===== src/rtl/pipe_hazard_ctrl_pkg.sv =====
// Shared pipeline definitions for the hazard controller.
//   hazardState_e : controller state encoding (RUN, MEM_WAIT, ERROR)
//   REG_IDX_W     : width of an architectural register index
package pipe_hazard_ctrl_pkg;

  localparam int REG_IDX_W = 5;

  typedef enum logic [1:0] {
    RUN      = 2'd0,
    MEM_WAIT = 2'd1,
    ERROR    = 2'd2
  } hazardState_e;

endpackage


===== src/rtl/pipe_hazard_ctrl_sat_counter.sv =====
// hazard_sat_counter: event counter that counts up by one when inc is high
// and sticks at all-ones instead of wrapping.
//   clock : rising-edge clock
//   reset : synchronous, active-high; clears the count
//   inc   : count this cycle
//   count : current count value
module hazard_sat_counter #(
  parameter int W = 16
) (
  input  logic         clock,
  input  logic         reset,
  input  logic         inc,
  output logic [W-1:0] count
);

  logic [W-1:0] countReg;

  always_ff @(posedge clock) begin
    if (reset) begin
      countReg <= '0;
    end else if (inc && (countReg != {W{1'b1}})) begin
      countReg <= countReg + 1'b1;
    end
  end

  assign count = countReg;

endmodule


===== src/rtl/pipe_hazard_ctrl.sv =====
// pipe_hazard_ctrl: stall/flush controller for the five-stage pipeline.
// Resolves memory wait stalls, MEM-stage redirects and load-use hazards,
// with a bounded wait timer that locks the pipeline on a hung memory.
//   clock, reset                     : clock and synchronous active-high reset
//   id_rs, id_rt, id_uses_rt         : sources of the instruction in IF/ID
//   ex_memread, ex_valid, ex_rt      : load held in ID/EX
//   mem_valid, mem_redirect,
//   mem_access, dmem_ack             : EX/MEM entry and data-memory handshake
//   pc_enable, pc_redirect           : PC update enable and target select
//   *_enable, *_flush                : pipeline register load enables / bubbles
//   err                              : memory timeout, sticky until reset
//   stall_count, flush_count         : saturating performance counters
module pipe_hazard_ctrl
  import pipe_hazard_ctrl_pkg::*;
#(
  parameter int MEM_TIMEOUT = 255,
  parameter int CNT_W       = 16
) (
  input  logic                 clock,
  input  logic                 reset,
  input  logic [REG_IDX_W-1:0] id_rs,
  input  logic [REG_IDX_W-1:0] id_rt,
  input  logic                 id_uses_rt,
  input  logic                 ex_memread,
  input  logic                 ex_valid,
  input  logic [REG_IDX_W-1:0] ex_rt,
  input  logic                 mem_valid,
  input  logic                 mem_redirect,
  input  logic                 mem_access,
  input  logic                 dmem_ack,
  output logic                 pc_enable,
  output logic                 pc_redirect,
  output logic                 ifid_enable,
  output logic                 idex_enable,
  output logic                 exmem_enable,
  output logic                 memwb_enable,
  output logic                 ifid_flush,
  output logic                 idex_flush,
  output logic                 exmem_flush,
  output logic                 memwb_flush,
  output logic                 err,
  output logic [CNT_W-1:0]     stall_count,
  output logic [CNT_W-1:0]     flush_count
);

  localparam int TIMER_W = $clog2(MEM_TIMEOUT + 1);
  // Timer value seen during the last allowed wait cycle; a stall still
  // pending at that point sends the controller to ERROR.
  localparam logic [TIMER_W-1:0] TIMEOUT_LAST = TIMER_W'(MEM_TIMEOUT - 1);

  hazardState_e        stateReg, stateNext;
  logic [TIMER_W-1:0]  waitTimerReg, waitTimerNext;
  logic                memStall, redirectHit, loadUseHit;
  logic                flushEvent;

  assign memStall    = mem_valid & mem_access & ~dmem_ack;
  assign redirectHit = mem_valid & mem_redirect;
  // r0 is hardwired to zero, so a load targeting it never creates a dependency.
  assign loadUseHit  = ex_valid & ex_memread & (ex_rt != '0) &
                       ((ex_rt == id_rs) | (id_uses_rt & (ex_rt == id_rt)));

  always_ff @(posedge clock) begin
    if (reset) begin
      stateReg     <= RUN;
      waitTimerReg <= '0;
    end else begin
      stateReg     <= stateNext;
      waitTimerReg <= waitTimerNext;
    end
  end

  always_comb begin
    pc_enable     = 1'b1;
    ifid_enable   = 1'b1;
    idex_enable   = 1'b1;
    exmem_enable  = 1'b1;
    memwb_enable  = 1'b1;
    pc_redirect   = 1'b0;
    ifid_flush    = 1'b0;
    idex_flush    = 1'b0;
    exmem_flush   = 1'b0;
    memwb_flush   = 1'b0;
    flushEvent    = 1'b0;
    stateNext     = stateReg;

    if (reset) begin
      pc_enable    = 1'b0;
      ifid_enable  = 1'b0;
      idex_enable  = 1'b0;
      exmem_enable = 1'b0;
      memwb_enable = 1'b0;
      stateNext    = RUN;
    end else begin
      case (stateReg)
        ERROR: begin
          pc_enable    = 1'b0;
          ifid_enable  = 1'b0;
          idex_enable  = 1'b0;
          exmem_enable = 1'b0;
          memwb_enable = 1'b0;
          stateNext    = ERROR;
        end
        default: begin
          if (memStall) begin
            // Freeze everything up to EX/MEM; MEM/WB takes a bubble.
            pc_enable    = 1'b0;
            ifid_enable  = 1'b0;
            idex_enable  = 1'b0;
            exmem_enable = 1'b0;
            memwb_flush  = 1'b1;
            if ((stateReg == MEM_WAIT) && (waitTimerReg == TIMEOUT_LAST)) begin
              stateNext = ERROR;
            end else begin
              stateNext = MEM_WAIT;
            end
          end else begin
            // Ack (or no pending access) behaves as a normal RUN cycle, so a
            // redirect or load-use hazard waiting behind the access is honoured.
            stateNext = RUN;
            if (redirectHit) begin
              pc_redirect = 1'b1;
              ifid_flush  = 1'b1;
              idex_flush  = 1'b1;
              exmem_flush = 1'b1;
              flushEvent  = 1'b1;
            end else if (loadUseHit) begin
              pc_enable   = 1'b0;
              ifid_enable = 1'b0;
              idex_flush  = 1'b1;
            end
          end
        end
      endcase
    end
  end

  // Counts consecutive cycles spent in MEM_WAIT; zero on entry and outside it.
  always_comb begin
    waitTimerNext = '0;
    if ((stateReg == MEM_WAIT) && (stateNext == MEM_WAIT)) begin
      waitTimerNext = waitTimerReg + 1'b1;
    end
  end

  assign err = (stateReg == ERROR);

  hazard_sat_counter #(.W(CNT_W)) stallCounter (
    .clock (clock),
    .reset (reset),
    .inc   (~reset & ~pc_enable),
    .count (stall_count)
  );

  hazard_sat_counter #(.W(CNT_W)) flushCounter (
    .clock (clock),
    .reset (reset),
    .inc   (flushEvent),
    .count (flush_count)
  );

endmodule


===== config.mk =====
export PLATFORM = sky130hd
export DESIGN_NAME = pipe_hazard_ctrl
export DESIGN_NICKNAME = d
export VERILOG_FILES = /design/src/rtl/pipe_hazard_ctrl_pkg.sv /design/src/rtl/pipe_hazard_ctrl_sat_counter.sv /design/src/rtl/pipe_hazard_ctrl.sv
export SDC_FILE = /design/constraint.sdc
export NUM_CORES = 1
export LEC_CHECK = 0
export CAP_MARGIN = 20
export CORE_MARGIN = 5
export CORE_UTILIZATION = 35
export CTS_BUF_LIST = sky130_fd_sc_hd__clkbuf_16
export CTS_CLUSTER_DIAMETER = 40
export CTS_CLUSTER_SIZE = 8
export DETAILED_ROUTE_END_ITERATION = 6
export GPL_TIMING_DRIVEN = 0
export HOLD_SLACK_MARGIN = 0.06
export PLACE_DENSITY = 0.77
export RECOVER_POWER = 25
export SETUP_SLACK_MARGIN = 0.02
export SLEW_MARGIN = 10
export SYNTH_ARGS = -nofsm -noshare
export SYNTH_HDL_FRONTEND = slang
export SYNTH_SLANG_ARGS = --single-unit

===== constraint.sdc =====
create_clock -name clock -period 2 [get_ports clock]
set_input_delay 0.2 -clock clock [delete_from_list [all_inputs] [get_ports clock]]
set_output_delay 0.2 -clock clock [all_outputs]
set_load 0.02 [all_outputs]

==> results of run 1 <==
through the flow:
| stage | setup slack, ns | area, um2 | std cells | total power [uW] | hold slack [ns] |
|---|---|---|---|---|---|
| 2_1_floorplan | -0.0680 | 2240 | 255 | 952 | 0.430 |
| 3_5_place_dp | -0.587 | 3000 | 398 | 1050 | 0.457 |
| 3_3_place_gp | -0.562 | 3000 | 398 | 1050 | 0.441 |
| 5_1_grt | -0.0634 | 3330 | 420 | 2020 | 0.427 |
| 4_1_cts | -0.0111 | 3240 | 416 | 1960 | 0.470 |
| 6_report | -0.00790 | 3330 | 420 | 1940 | 0.403 |
what timing repair did:
| item | CTS | global route |
|---|---|---|
| resized for setup | 30 | 20 |
| hold endpoints to repair | 0 | 0 |
| pin swaps | 7 | 10 |
| endpoints found under the setup margin | 37 | 27 |
| setup buffers | 10 | 6 |
cells by family after synthesis:
group / count (synthesis) / synth area share, %
AO/OA/AOI/OAI: 42 / 12.1
buffers and inverters: 18 / 4.88
multiplexers: 6 / 3.06
AND/OR/NAND/NOR: 117 / 29.2
XOR/XNOR: 26 / 10.3
adder cells (fa/ha/maj): 4 / 2.27
flip-flops: 42 / 38.1
final timing paths:
path / from / cells past startpoint / end / slack (ns)
worst max-delay path: stallCounter.count[5] / 8 / stallCounter.count[1] / -0.008
worst min-delay path: dmem_ack / 4 / stateReg[0] / 0.40
worst max register to register: stallCounter.count[5] / 8 / stallCounter.count[1] / -0.008
worst min register to register: waitTimerReg[0] / 1 / waitTimerReg[0] / 0.47
metal layers:
layer | GRT usage (%) | up-vias | routed length [um]
li1 | - | 1093 | -
met1 | 17.7 | 1014 | 2650
met2 | 25.3 | 67 | 2800
met3 | 3.78 | 5 | 456
met4 | 5.01 | 0 | 76
met5 | 0 | - | 0
critical path: stages, from the launching register on:
cell	delay, ns
sky130_fd_sc_hd__dfxtp_4	0.37
sky130_fd_sc_hd__and4_4	0.25
sky130_fd_sc_hd__nand4_4	0.13
sky130_fd_sc_hd__o311a_4	0.41
sky130_fd_sc_hd__a21oi_4	0.19
sky130_fd_sc_hd__buf_6	0.16
sky130_fd_sc_hd__buf_12	0.13
sky130_fd_sc_hd__mux2i_1	0.18
sky130_fd_sc_hd__nor2_1	0.05
sequential cells by signal, indices dropped and copies added (netlist names):
signal / count
stallCounter.count: 16
stateReg: 2
flushCounter.count: 16
waitTimerReg: 8
cell type report:
| cell class | count | share of cell area [%] |
|---|---|---|
| clock buffer | 5 | 3.76 |
| sequential | 42 | 26.1 |
| buffer | 10 | 2.33 |
| timing repair buffer | 82 | 22.7 |
| clock inverter | 3 | 1.20 |
| multi-input combinational | 195 | 40.4 |
| inverter | 6 | 0.676 |
| tap | 77 | 2.89 |
power by group through the flow:
stage          combinational (uW)  sequential (uW)  clock, uW
3_5_place_dp                  190              859          0
4_1_cts                       196              840        928
3_3_place_gp                  187              859          0
2_1_floorplan                90.1              862          0
6_report                      204              839        900
5_1_grt                       218              840        963
synthesized netlist by cell type (all sizes together), types with 4 or more instances:
cell type   n  share of area [%]
nand3      14                3.2
and2        4                1.1
clkbuf      4               0.68
and4        4                1.7
nor2       32                5.4
a21oi      18                4.8
inv         6                1.0
xor2       12                4.8
or3        11                3.1
nand4      10                3.5
o21ai      11                2.5
xnor2      14                5.6
nand2      20                3.4
buf         8                3.2
nor3        4                1.1
nor2b       5                1.4
dfxtp      42                 38
ha          4                2.3
==> results.txt, run 1 <==
----------------------------------------------------
[STA]
  Final period demand of the worst path ... ~2 ns
  Rel. slew slack ... between 60% and 70%
  Count of final hold-check violations ... 0
  Total setup violations reported at the end of the flow ... 1
  Setup TNS after final layout ... -0.00790 ns
  Worst-Margin Slew ... 0.576 ns
  Setup repair after global routing missed its margin ... true
  Setup ws final ... -0.00790 ns
  Pins Over Slew Limit ... 0
  Highest achievable clock rate ... between 0.4 and 0.5 GHz
  Final worst-path cycle share ... 100%
  Maximum clock skew at final layout ... slightly below 0.003 ns

[Finish]
  Synthesis-to-layout area growth ... 51.0%
  Area used by multi-input combinational logic ... 1350 um2
  Antenna Cells ... 0
  Fraction of layout instances using a drive strength above 1 ... 19.8%
  Post-layout nets ... 370
  Filler cells ... slightly below 600
  Commonest cells after routing, fill and taps aside ... 32 x sky130_fd_sc_hd__nor2_1, 32 x sky130_fd_sc_hd__dfxtp_1, 32 x sky130_fd_sc_hd__clkdlybuf4s50_1
  Fin util ... a little over half
  Area of all sequential standard cells ... a little under 900 um2

[Synth]
  Most common flop cell mapped by yosys ... sky130_fd_sc_hd__dfxtp_1
  Proportion of register bits with asynchronous set or reset after synthesis ... 0%
  Netlist Area Pre-Place ... 2210 um2
  Register bit count reported by yosys ... 42
  Post-synthesis area per instance ... 8.65 um2
  Distinct cell type count of the synthesized netlist ... 47
  Number of nets in the synthesized netlist ... between 200 and 300
  Sequential share of the synthesized area ... about two fifths
  EDFF count, synth ... 0
  Total number of yosys warnings ... 0
  Gate Count Post-Synth ... 255

[Pwr]
  Share of total power in combinational logic ... 10.5%
  Maximum vdd ir drop ... around 390 uV
  Clock power share ... 46.3%
  Switching power summed over all nets ... roughly 420 uW
  Design internal power ... 1520 uW
  Pwr/cell area ... a little under 600 nW/um2
  Relative contribution of sequential cells to total power ... around 43%
  Net switching share of the total power ... a little over a fifth
  Static leakage ... roughly 0.0013 uW

[Drt]
  Post-DR wirelength/cell ... around 14 um
  Total number of vias ... 2,179
  Iteration-0 DRC count of the detailed router ... roughly 110
  First-pass iteration count of the detailed router ... 4
  Post-route DRC violation count ... 0
  Total detailed-routing wirelength ... about 6000 um
  Remaining number of nets flagged by the antenna check after routing ... 0
  Via/cell ratio ... 5.19

[Floorplanning]
  Initial standard-cell utilization of the core ... a little over a third
  Placeable Area ... ~6200 um2
  Number of placement rows ... 29
  Number of primary I/O pins ... 67
  Floorplan die area ... roughly 8000 um2
  Horiz. Die Dim ... just under 90 um
  Die extent in y ... 89.4 um

[Clocking]
  CTS sink count ... 42
  CTS Hold Bufs ... 0
  Number of CTS-inserted buffers ... 5
  CTS clk-pin slew, worst paths ... around 0.06 ns
  Clk_lat worst skew ... around 0.28 ns
  Max Root-Sink Buffers ... 2
  H-tree levels ... 2
  Clock tree from TritonCTS ... built
  Root Buffer ... sky130_fd_sc_hd__clkbuf_16

[Setup path]
  Endpoint class of the critical path ... flop
  Required arrival time at the worst endpoint ... 2.15 ns
  Highest net fanout along the worst path ... 10
  CP startpoint kind ... flop
  Critical path class ... reg -> reg
  Data arrival time of the worst path ... 2.16 ns

[Status]
  Violations in the final reports ... setup timing
  Result of the run ... finished with violations

[Placement]
  HPWL after detailed placement ... between 4000 and 5000 um
  Count of port buffers added during placement ... 66
  Placer Congestion ... around 0.76

[Global routing]
  Gr usage total ... around 15%
  Via count of the first global-routing pass ... ~2,000
  Overflow after GRT ... 0
  First-pass GRT wire length ... 9270 um
  Antenna violations before repair ... 0
  Pin count of the biggest net entering global routing ... 14

[Hold path]
  Type of the tightest min-delay check ... in -> reg

[Flow run]
  Max capacitance violation total ... 0

----------------------------------------------------
Power figures use the tool's default switching activity.
==> run 2, diff against run 1 <==
==> constraint.sdc (replaced) <==
create_clock -name clock -period 2 [get_ports clock]
set_input_delay 0.2 -clock clock [delete_from_list [all_inputs] [get_ports clock]]
set_output_delay 0.2 -clock clock [all_outputs]
set_load 0.005 [all_outputs]
==> run 2 against run 1 <==
  * The run still ends with setup timing left
  * Count of clock-buffer cells in the layout stayed put
  * Sequential power hardly changed
  * Non-clock buffer count is 7 higher
  * Critical path depth stayed put
  * Utilization is 2.0 points higher
  * Combinational power is 10% higher
  * Final cell count is 1.7% higher
  * Clock skew is 0.0018 ns higher
  * Clock power is 15% lower
==> results.txt, run 2 (synthesis gave the netlist of run 1 again) <==
----------------------------------------------------
[Status]
  Result of the run ... finished with violations
  Violations in the final reports ... setup timing

[STA]
  Worst-Margin Slew ... 0.582 ns (+0.00589 ns)
  Pins Over Slew Limit ... 0 (unchanged)
  Count of final hold-check violations ... 0 (unchanged)
  Setup TNS after final layout ... -0.0149 ns (-0.00700 ns)
  Total setup violations reported at the end of the flow ... 1 (unchanged)
  Setup ws final ... -0.0149 ns (-0.00700 ns)
  Highest achievable clock rate ... 0.496 GHz (-0.35%)
  Worst hold slack across all endpoints ... 0.391 ns (-0.0125 ns)
  Final period demand of the worst path ... 2.01 ns (+0.00700 ns)
  Rel. slew slack ... 61.2% (-0.39 points)
  Maximum clock skew at final layout ... 0.00479 ns (+0.00182 ns)
  Setup repair after global routing missed its margin ... true
  Final worst-path cycle share ... 101% (+0.35 points)

[Setup path]
  Data arrival time of the worst path ... 2.17 ns (about the same)
  Highest net fanout along the worst path ... 2 (-8)
  Launch point of the worst path ... id_rs[4]
  Critical path class ... in -> reg
  Required arrival time at the worst endpoint ... 2.15 ns (about the same)
  Critical R2R Launch ... stallCounter.count[7]
  CP startpoint kind ... input port
  Endpoint class of the critical path ... flop

[Global routing]
  Pin count of the biggest net entering global routing ... 13 (-1)
  Via count of the first global-routing pass ... 2,124 (+5.7%)
  Overflow after GRT ... 0 (unchanged)
  First-pass GRT wire length ... 10,100 um (+9.5%)
  Antenna violations before repair ... 0 (unchanged)
  Gr usage total ... 16.1% (+1.4 points)

[Clocking]
  CTS clk-pin slew, worst paths ... 0.06 ns (about the same)
  Max Root-Sink Buffers ... 2 (unchanged)
  CTS Hold Bufs ... 0 (unchanged)
  Clock tree from TritonCTS ... built
  CTS sink count ... 42 (unchanged)
  Clk_lat worst skew ... 0.28 ns (about the same)
  Root Buffer ... sky130_fd_sc_hd__clkbuf_16
  Number of CTS-inserted buffers ... 5 (unchanged)
  H-tree levels ... 2 (unchanged)

[Placement]
  Placer Congestion ... 0.770 (+1.8%)
  HPWL after detailed placement ... 4250 um (+0.88%)
  Count of port buffers added during placement ... 66 (unchanged)
  Cell count after placement ... 398 (unchanged)

[Finish]
  Antenna Cells ... 0 (unchanged)
  Most frequent standard cell in the layout excluding fill and tap cells ... sky130_fd_sc_hd__clkdlybuf4s50_1
  Commonest cells after routing, fill and taps aside ... 51 x sky130_fd_sc_hd__clkdlybuf4s50_1, 31 x sky130_fd_sc_hd__nor2_1, 30 x sky130_fd_sc_hd__dfxtp_1
  Post-layout nets ... 377 (+1.9%)
  Fraction of layout instances using a drive strength above 1 ... 22.9% (+3.0 points)
  Fin util ... 55.4% (+2.0 points)
  Synthesis-to-layout area growth ... 56.8%
  Final Instance Count excl. Fillers ... 427 (+1.7%)

[Drt]
  Remaining number of nets flagged by the antenna check after routing ... 0 (unchanged)
  Post-DR wirelength/cell ... 15.2 um (+6.4%)
  Total detailed-routing wirelength ... 6480 um (+8.2%)
  Iteration-0 DRC count of the detailed router ... 113 (+0.89%)
  Post-route DRC violation count ... 0 (unchanged)
  Via/cell ratio ... 5.17 (-0.33%)
  Total number of vias ... 2,208 (+1.3%)
  First-pass iteration count of the detailed router ... 4 (unchanged)

[Floorplanning]
  Floorplan die area ... 7990 um2 (unchanged)
  Horiz. Die Dim ... 89.4 um (unchanged)
  Number of placement rows ... 29 (unchanged)
  Die extent in y ... 89.4 um (unchanged)
  Number of primary I/O pins ... 67 (unchanged)
  Initial standard-cell utilization of the core ... 35.3% (unchanged)
  Placeable Area ... 6240 um2 (unchanged)

[Pwr]
  Pwr/cell area ... 528 nW/um2 (-9.5%)
  Power, Total ... 1830 uW (-6.0%)
  Maximum vdd ir drop ... 560 uV (+42%)
  Static leakage ... 0.00128 uW (+0.56%)

[Hold path]
  Worst hold path startpoint ... reset
  Type of the tightest min-delay check ... in -> reg

[Flow run]
  Max capacitance violation total ... 0 (unchanged)

----------------------------------------------------
## run 2: cell count changes in the layout (fill, tap and decap cells not counted), moves of 2 or more
cell,delta
sky130_fd_sc_hd__dlygate4sd3_1,-18
sky130_fd_sc_hd__dfxtp_1,-2
sky130_fd_sc_hd__xnor2_2,+2
sky130_fd_sc_hd__xnor2_1,-2
sky130_fd_sc_hd__clkbuf_2,-2
sky130_fd_sc_hd__clkdlybuf4s50_1,+19
sky130_fd_sc_hd__dlygate4sd2_1,-4
sky130_fd_sc_hd__buf_4,+8
sky130_fd_sc_hd__dlymetal6s2s_1,+2
sky130_fd_sc_hd__dfxtp_4,-2
sky130_fd_sc_hd__dfxtp_2,+4
## run 2: worst paths after layout
kind | end | slack, ns | cells past startpoint
hold / removal | stateReg[0] | 0.39 | 3
setup / recovery | stallCounter.count[14] | -0.01 | 8
setup reg to reg | stallCounter.count[14] | 0.05 | 5
hold reg to reg | waitTimerReg[0] | 0.47 | 1
## run 2: metal layers
metal | GRT usage [%] | up-vias | routed length (um)
met5 | 0 | - | 0
li1 | - | 1095 | -
met3 | 3.69 | 7 | 433
met1 | 19.8 | 1043 | 2780
met4 | 5.68 | 0 | 110
met2 | 27.5 | 63 | 3160
## run 2: per-stage QoR
stage | setup slack [ns] | area (um2)
6_report | -0.0149 | 3460
5_1_grt | -0.117 | 3460
4_1_cts | -0.00986 | 3360
3_5_place_dp | -0.554 | 2980
3_3_place_gp | -0.539 | 2980
2_1_floorplan | 0.0249 | 2220
## run 2: cell type report
type,count,area (um2)
clock inverters,3,12.5
flip-flops and latches,42,866
clock buffers,5,125
multi-input cells,195,1410
plain buffers,10,86.3
fillers,567,2780
inverters,6,22.5
repair buffers,89,845
well taps,77,96.3
## run 2: what timing repair did
| item | 4_1_cts | 5_1_grt |
|---|---|---|
| endpoints found under the setup margin | 34 | 35 |
| pin swaps | 14 | 11 |
| buffers inserted | 18 | 4 |
| cloned | 1 | 0 |
| gates resized for setup | 46 | 25 |
## run 2: power by group
group / total (uW) / internal [uW] / switching (uW) / leakage (uW)
clock network: 761 / 451 / 310 / 0.0000724
registers: 840 / 836 / 4.17 / 0.000346
logic: 225 / 128 / 97.0 / 0.000858
total: 1830 / 1410 / 411 / 0.00128
## run 2: worst max-delay path, stage by stage
cell and delay [ns]:
sky130_fd_sc_hd__clkdlybuf4s50_1 0.50, sky130_fd_sc_hd__xnor2_2 0.13, sky130_fd_sc_hd__nand3_2 0.13, sky130_fd_sc_hd__o22ai_4 0.18, sky130_fd_sc_hd__buf_6 0.13, sky130_fd_sc_hd__a311oi_1 0.10, sky130_fd_sc_hd__nor4_1 0.39, sky130_fd_sc_hd__mux2_1 0.40
==> variant 1 (settings of run 2) <==
Change the parameter `MEM_TIMEOUT` from 255 to 510.
--- a/src/rtl/pipe_hazard_ctrl.sv
+++ b/src/rtl/pipe_hazard_ctrl.sv
@@ -13,7 +13,7 @@
 module pipe_hazard_ctrl
   import pipe_hazard_ctrl_pkg::*;
 #(
-  parameter int MEM_TIMEOUT = 255,
+  parameter int MEM_TIMEOUT = 510,
   parameter int CNT_W       = 16
 ) (
   input  logic                 clock,
Function: same outputs for any inputs over 10 cycles, from zero or initial values and one cycle with reset high; that may be too few to reach the edited logic, so the function may still have changed.
==> variant 1 against run 2 <==
First-iteration DRC count down 19%; clock skew increased by 0.0020 ns; worst setup slack gained 0.099 ns; synthesized area increased by 5.8%; power grew 0.31%; final area grew 0.29%; register-to-register slack gained 0.06 ns; global-route usage shrank 1.3 points; wire length decreased by 5.5%; utilization is 1.4 points lower; sequential cell count up 1; sequential share of layout area about the same; highest routed layer unchanged.
==> variant 1: results (changes against run 2) <==
The logs give 497 um (was 433 um) for the total met3 wirelength after detailed routing and 403 (was 398) for the number of placed cells counting well taps. The run gives 0.00679 ns (was 0.00479 ns) as the maximum clock skew at final layout. The run gives 0.11 ns (was 0.05 ns) as the slack of the worst reg-to-reg path.

Number of instances in the synthesized netlist: 260 (was 255). The register share of the cell area is 25.0% (about the same), and the power density of the placed cells is 528 nW/um2 (about the same). The maximum net fanout on the critical path is 10 (was 2). The share of the core filled with cells came out at 54.0% (was 55.4%). The number of filler cells placed in the layout is 573 (was 567), and the routed wire length on met2 is 2.86 mm (was 3.16 mm).

The tools report the number of multi-input combinational cells in the layout as 196 (was 195). Weighted congestion reported at the end of routability-driven placement: 0.817 (was 0.770). The cell depth of the worst flop-to-flop path was 7 (was 5); the worst IR drop on VDD was 0.504 mV (was 0.560 mV). The switching share of power came out at 22.6% (was 22.5%). The logs give 3090 um2 (was 2980 um2) for the cell area reported after detailed placement and 2289 (was 2124) for the via count of the first global-routing pass. The first-pass GRT wire length was 10.4 mm (was 10.1 mm); the final layout net count was 370 (was 377). The number of cells traversed by the worst hold path was 2 (was 3). The delay of the slowest cell on the worst path was 0.39 ns (was 0.50 ns). The number of vias after detailed routing was 2209 (was 2208). The run finished with clean final reports. The standard cell with the maximum stage delay on the critical path was sky130_fd_sc_hd__or3_4 (was sky130_fd_sc_hd__clkdlybuf4s50_1).

The fraction of area in multi-input gates is 42.9% (was 40.7%), and the number of different library cells in the post-synthesis netlist is 49 (was 47). The violation count after the first detailed-routing iteration is 91 (was 113).
==> variant 1: changes by cell type after synthesis, moves of 4 or more <==
cell	change
sky130_fd_sc_hd__xnor2_1	+9
sky130_fd_sc_hd__o21ai_1	-8
sky130_fd_sc_hd__or3_1	-6
sky130_fd_sc_hd__or4_1	+6
sky130_fd_sc_hd__nor3_1	+5
sky130_fd_sc_hd__xor2_1	-5
sky130_fd_sc_hd__and2_1	-4
sky130_fd_sc_hd__nand4_1	-4
sky130_fd_sc_hd__o31ai_1	+4
==> variant 1: layer usage <==
| layer | track usage [%] | up-vias |
|---|---|---|
| met1 | 18.2 | 1033 |
| met5 | 0 | - |
| met2 | 24.2 | 77 |
| li1 | - | 1093 |
| met3 | 5.56 | 6 |
| met4 | 4.65 | 0 |
==> variant 1: path summary, 6_finish.rpt <==
path,start,end
worst max register to register,stallCounter.count[0]$_SDFFE_PP0P_,stallCounter.count[9]$_SDFFE_PP0P_
worst max-delay path,ex_rt[0],stallCounter.count[5]$_SDFFE_PP0P_
worst min register to register,stallCounter.count[6]$_SDFFE_PP0P_,stallCounter.count[6]$_SDFFE_PP0P_
worst min-delay path,stallCounter.count[6]$_SDFFE_PP0P_,stallCounter.count[6]$_SDFFE_PP0P_
==> variant 1: cell families (layout without fill, tap and decap cells) <==
kind of cell               after synthesis  after routing  share of synthesized area, %
DFF                                     43             43                          36.9
AOI/OAI and AO/OA                       35             35                          11.8
adders and majority gates                4              4                          2.14
buffers and inverters                   21            104                          5.09
muxes                                    5              5                          3.00
and+or+nand+nor                        122            122                          29.8
xor gates and xnor gates                30             30                          11.3
==> variant 1: repair_timing <==
action / 4_1_cts / 5_1_grt
pin swaps: 8 / 16
setup endpoints to repair: 42 / 34
gates cloned: 0 / 0
gates resized for setup: 35 / 33
buffers inserted: 6 / 3
==> variant 2 (flow settings as in run 2) <==
Without the edit above. Put a register stage on the output `flush_count`. The value now appears one clock later. The other outputs are not delayed to match.
--- a/src/rtl/pipe_hazard_ctrl.sv
+++ b/src/rtl/pipe_hazard_ctrl.sv
@@ -47,6 +47,8 @@
   // Timer value seen during the last allowed wait cycle; a stall still
   // pending at that point sends the controller to ERROR.
   localparam logic [TIMER_W-1:0] TIMEOUT_LAST = TIMER_W'(MEM_TIMEOUT - 1);
+
+  logic [CNT_W-1:0] flush_count_d;
 
   hazardState_e        stateReg, stateNext;
   logic [TIMER_W-1:0]  waitTimerReg, waitTimerNext;
@@ -155,8 +157,12 @@
     .clock (clock),
     .reset (reset),
     .inc   (flushEvent),
-    .count (flush_count)
+    .count (flush_count_d)
   );
+
+  always_ff @(posedge clock) begin
+    flush_count <= flush_count_d;
+  end
 
 endmodule
 
Check against the original RTL: not equivalent (a bounded check fails within 4 cycles, from zero or initial values and one cycle with reset high).
==> variant 2 against run 2 <==
The flow still finishes with violations (setup timing); power is 68% higher; final area increased by 14%; count of clock-buffer cells in the layout increased by 4; sequential cell count up 16; non-clock buffer count down 2; worst setup slack better by 0.0021 ns; largest cell class unchanged; clock skew hardly changed; wire length is 2.3% lower; utilization is 0.85 points lower; register-to-register slack worse by 0.03 ns; synthesized area increased by 17%; highest routed layer unchanged; cell count rose by 9.8%.
==> variant 2: results (changes against run 2) <==
The maximum net fanout on the critical path came out at 3 (was 2). Area contributors post-synth: sky130_fd_sc_hd__dfxtp_1 45%, sky130_fd_sc_hd__xor2_1 5.4%, sky130_fd_sc_hd__nor2_1 4.8% (was sky130_fd_sc_hd__dfxtp_1 38%, sky130_fd_sc_hd__xnor2_1 5.6%, sky130_fd_sc_hd__nor2_1 5.4%). For the net count after synthesis, the log shows 297 (was 283). For the setup-violating endpoint count in the final report, the log shows 1 (unchanged). The internal cell power was 2.47 mW (was 1.41 mW); the post-placement setup slack was -0.479 ns (was -0.554 ns). The data arrival time of the critical path was 1.81 ns (was 2.17 ns).

The actual slew at the worst max-slew pin was 0.511 ns (was 0.582 ns). The leakage power total is 1.45 nW (was 1.28 nW). The worst-case hold path end point is flush_count[4]$_DFF_P_ (was stateReg[0]$_SDFF_PP0_).

For the clock insertion delay at the later pin of the skew report, the log shows 0.32 ns (was 0.28 ns). The ratio of cells with drive above 1 in the final layout was 21.9% (was 22.9%); the number of cells traversed by the worst hold path was 0 (was 3). The flow ran to the end, but the final reports show violations. The run gives 0.00493 ns (was 0.00479 ns) as the maximum clock skew at final layout. The number of different library cells in the post-synthesis netlist is 42 (was 47), and the final layout net count is 393 (was 377). For the pin count of the biggest net entering global routing, the log shows 11 (was 13).

The run gives -0.0128 ns (was -0.0149 ns) as the final worst slack. Delay of the slowest cell on the worst path: 0.53 ns (was 0.50 ns). The reg-to-reg critical path startpoint is stateReg[1]$_SDFF_PP0_ (was stallCounter.count[7]$_SDFFE_PP0P_). The logs give 3 (was 2) for the number of H-tree levels and 88 (was 113) for the violation count after the first detailed-routing iteration. The logs give 434 (was 398) for the number of placed cells counting well taps and 0.480 mV (was 0.560 mV) for the worst IR drop on VDD. Mean post-synth cell area: 9.58 um2 (was 8.65 um2). The first-pass GRT wire length was 10.1 mm (about the same). Violations in the final reports: setup timing (unchanged).

The first-pass iteration count of the detailed router is 6 (was 4). The HPWL after detailed placement is 4.27 mm (was 4.25 mm). Synth top cells by count: 58 x sky130_fd_sc_hd__dfxtp_1, 33 x sky130_fd_sc_hd__nor2_1, 17 x sky130_fd_sc_hd__nand3_1 (was 42 x sky130_fd_sc_hd__dfxtp_1, 32 x sky130_fd_sc_hd__nor2_1, 20 x sky130_fd_sc_hd__nand2_1). Family with the most delay on the worst path: simple AND/OR/NAND/NOR gates (was buffers and inverters).

The routed wire length was 6.33 mm (was 6.48 mm).
[variant 2: through the flow]
step                TNS [ns]  power, mW
global route          -0.452       3.17
finish               -0.0128       3.07
CTS                   -0.216       3.08
floorplan                  0       1.27
global placement       -9.44       1.36
detailed placement    -10.38       1.37
[variant 2: kinds of logic after synthesis]
family,synth area share [%]
flip-flops,45.0
buffers and inverters,4.51
multiplexers,2.14
adder cells (fa/ha/maj),1.94
XOR/XNOR,10.2
AO/OA/AOI/OAI,11.0
AND/OR/NAND/NOR,25.1
[variant 2: what timing repair did]
item | in CTS | in global routing
resized for setup | 33 | 18
setup buffers | 5 | 14
gates cloned | 0 | 1
pin swaps | 8 | 7
endpoints found under the setup margin | 15 | 29
[variant 2: power groups by stage]
stage | sequential (mW) | clock, mW | combinational (mW)
global route | 1.17 | 1.80 | 0.206
floorplan | 1.19 | 0 | 0.0792
finish | 1.17 | 1.71 | 0.191
global placement | 1.19 | 0 | 0.171
detailed placement | 1.19 | 0 | 0.174
CTS | 1.17 | 1.73 | 0.181
[variant 2: worst register-to-register path: cells and delay by family (launching register included)]
family | cells | cell delay (ns)
buffers and inverters | 2 | 0.32
AOI/OAI and AO/OA | 1 | 0.30
xor gates and xnor gates | 1 | 0.14
DFF | 1 | 0.31
and+or+nand+nor | 4 | 0.76
[variant 2: area by class of cell]
type | count | area [um2] | area share, %
Timing Repair Buffer | 85 | 786 | 20.0
Tap cell | 99 | 124 | 3.15
Clock inverter | 7 | 108 | 2.73
Sequential cell | 58 | 1170 | 29.8
Multi-Input combinational cell | 192 | 1400 | 35.5
Inverter | 7 | 28.8 | 0.731
Clock buffer | 9 | 225 | 5.72
Buffer | 12 | 93.8 | 2.38
[variant 2: worst max path at each step]
stage / start / endpoint / slack (ns) / cells past startpoint
final: stateReg[1]$_SDFF_PP0_ / ifid_flush / -0.01 / 6
after global routing: stateReg[1]$_SDFF_PP0_ / flushCounter.count[9]$_SDFFE_PP0P_ / -0.09 / 7
after CTS: ex_rt[0] / pc_enable / -0.22 / 6
after detailed placement: ex_rt[0] / pc_enable / -0.48 / 6
after global placement: ex_rt[0] / pc_enable / -0.51 / 6
after floorplan: stallCounter.count[8]$_SDFFE_PP0P_ / stallCounter.count[5]$_SDFFE_PP0P_ / 0.18 / 7
[variant 2: routing by layer]
layer / part of all wire, % / wire (um) / track usage (%) / vias to the layer above
met2: 47 / 2980 / 22.3 / 70
li1: - / - / - / 1156
met5: 0 / 0 / 0 / -
met3: 8.8 / 557 / 6.88 / 11
met1: 42 / 2680 / 16.7 / 1115
met4: 1.8 / 111 / 6.40 / 0
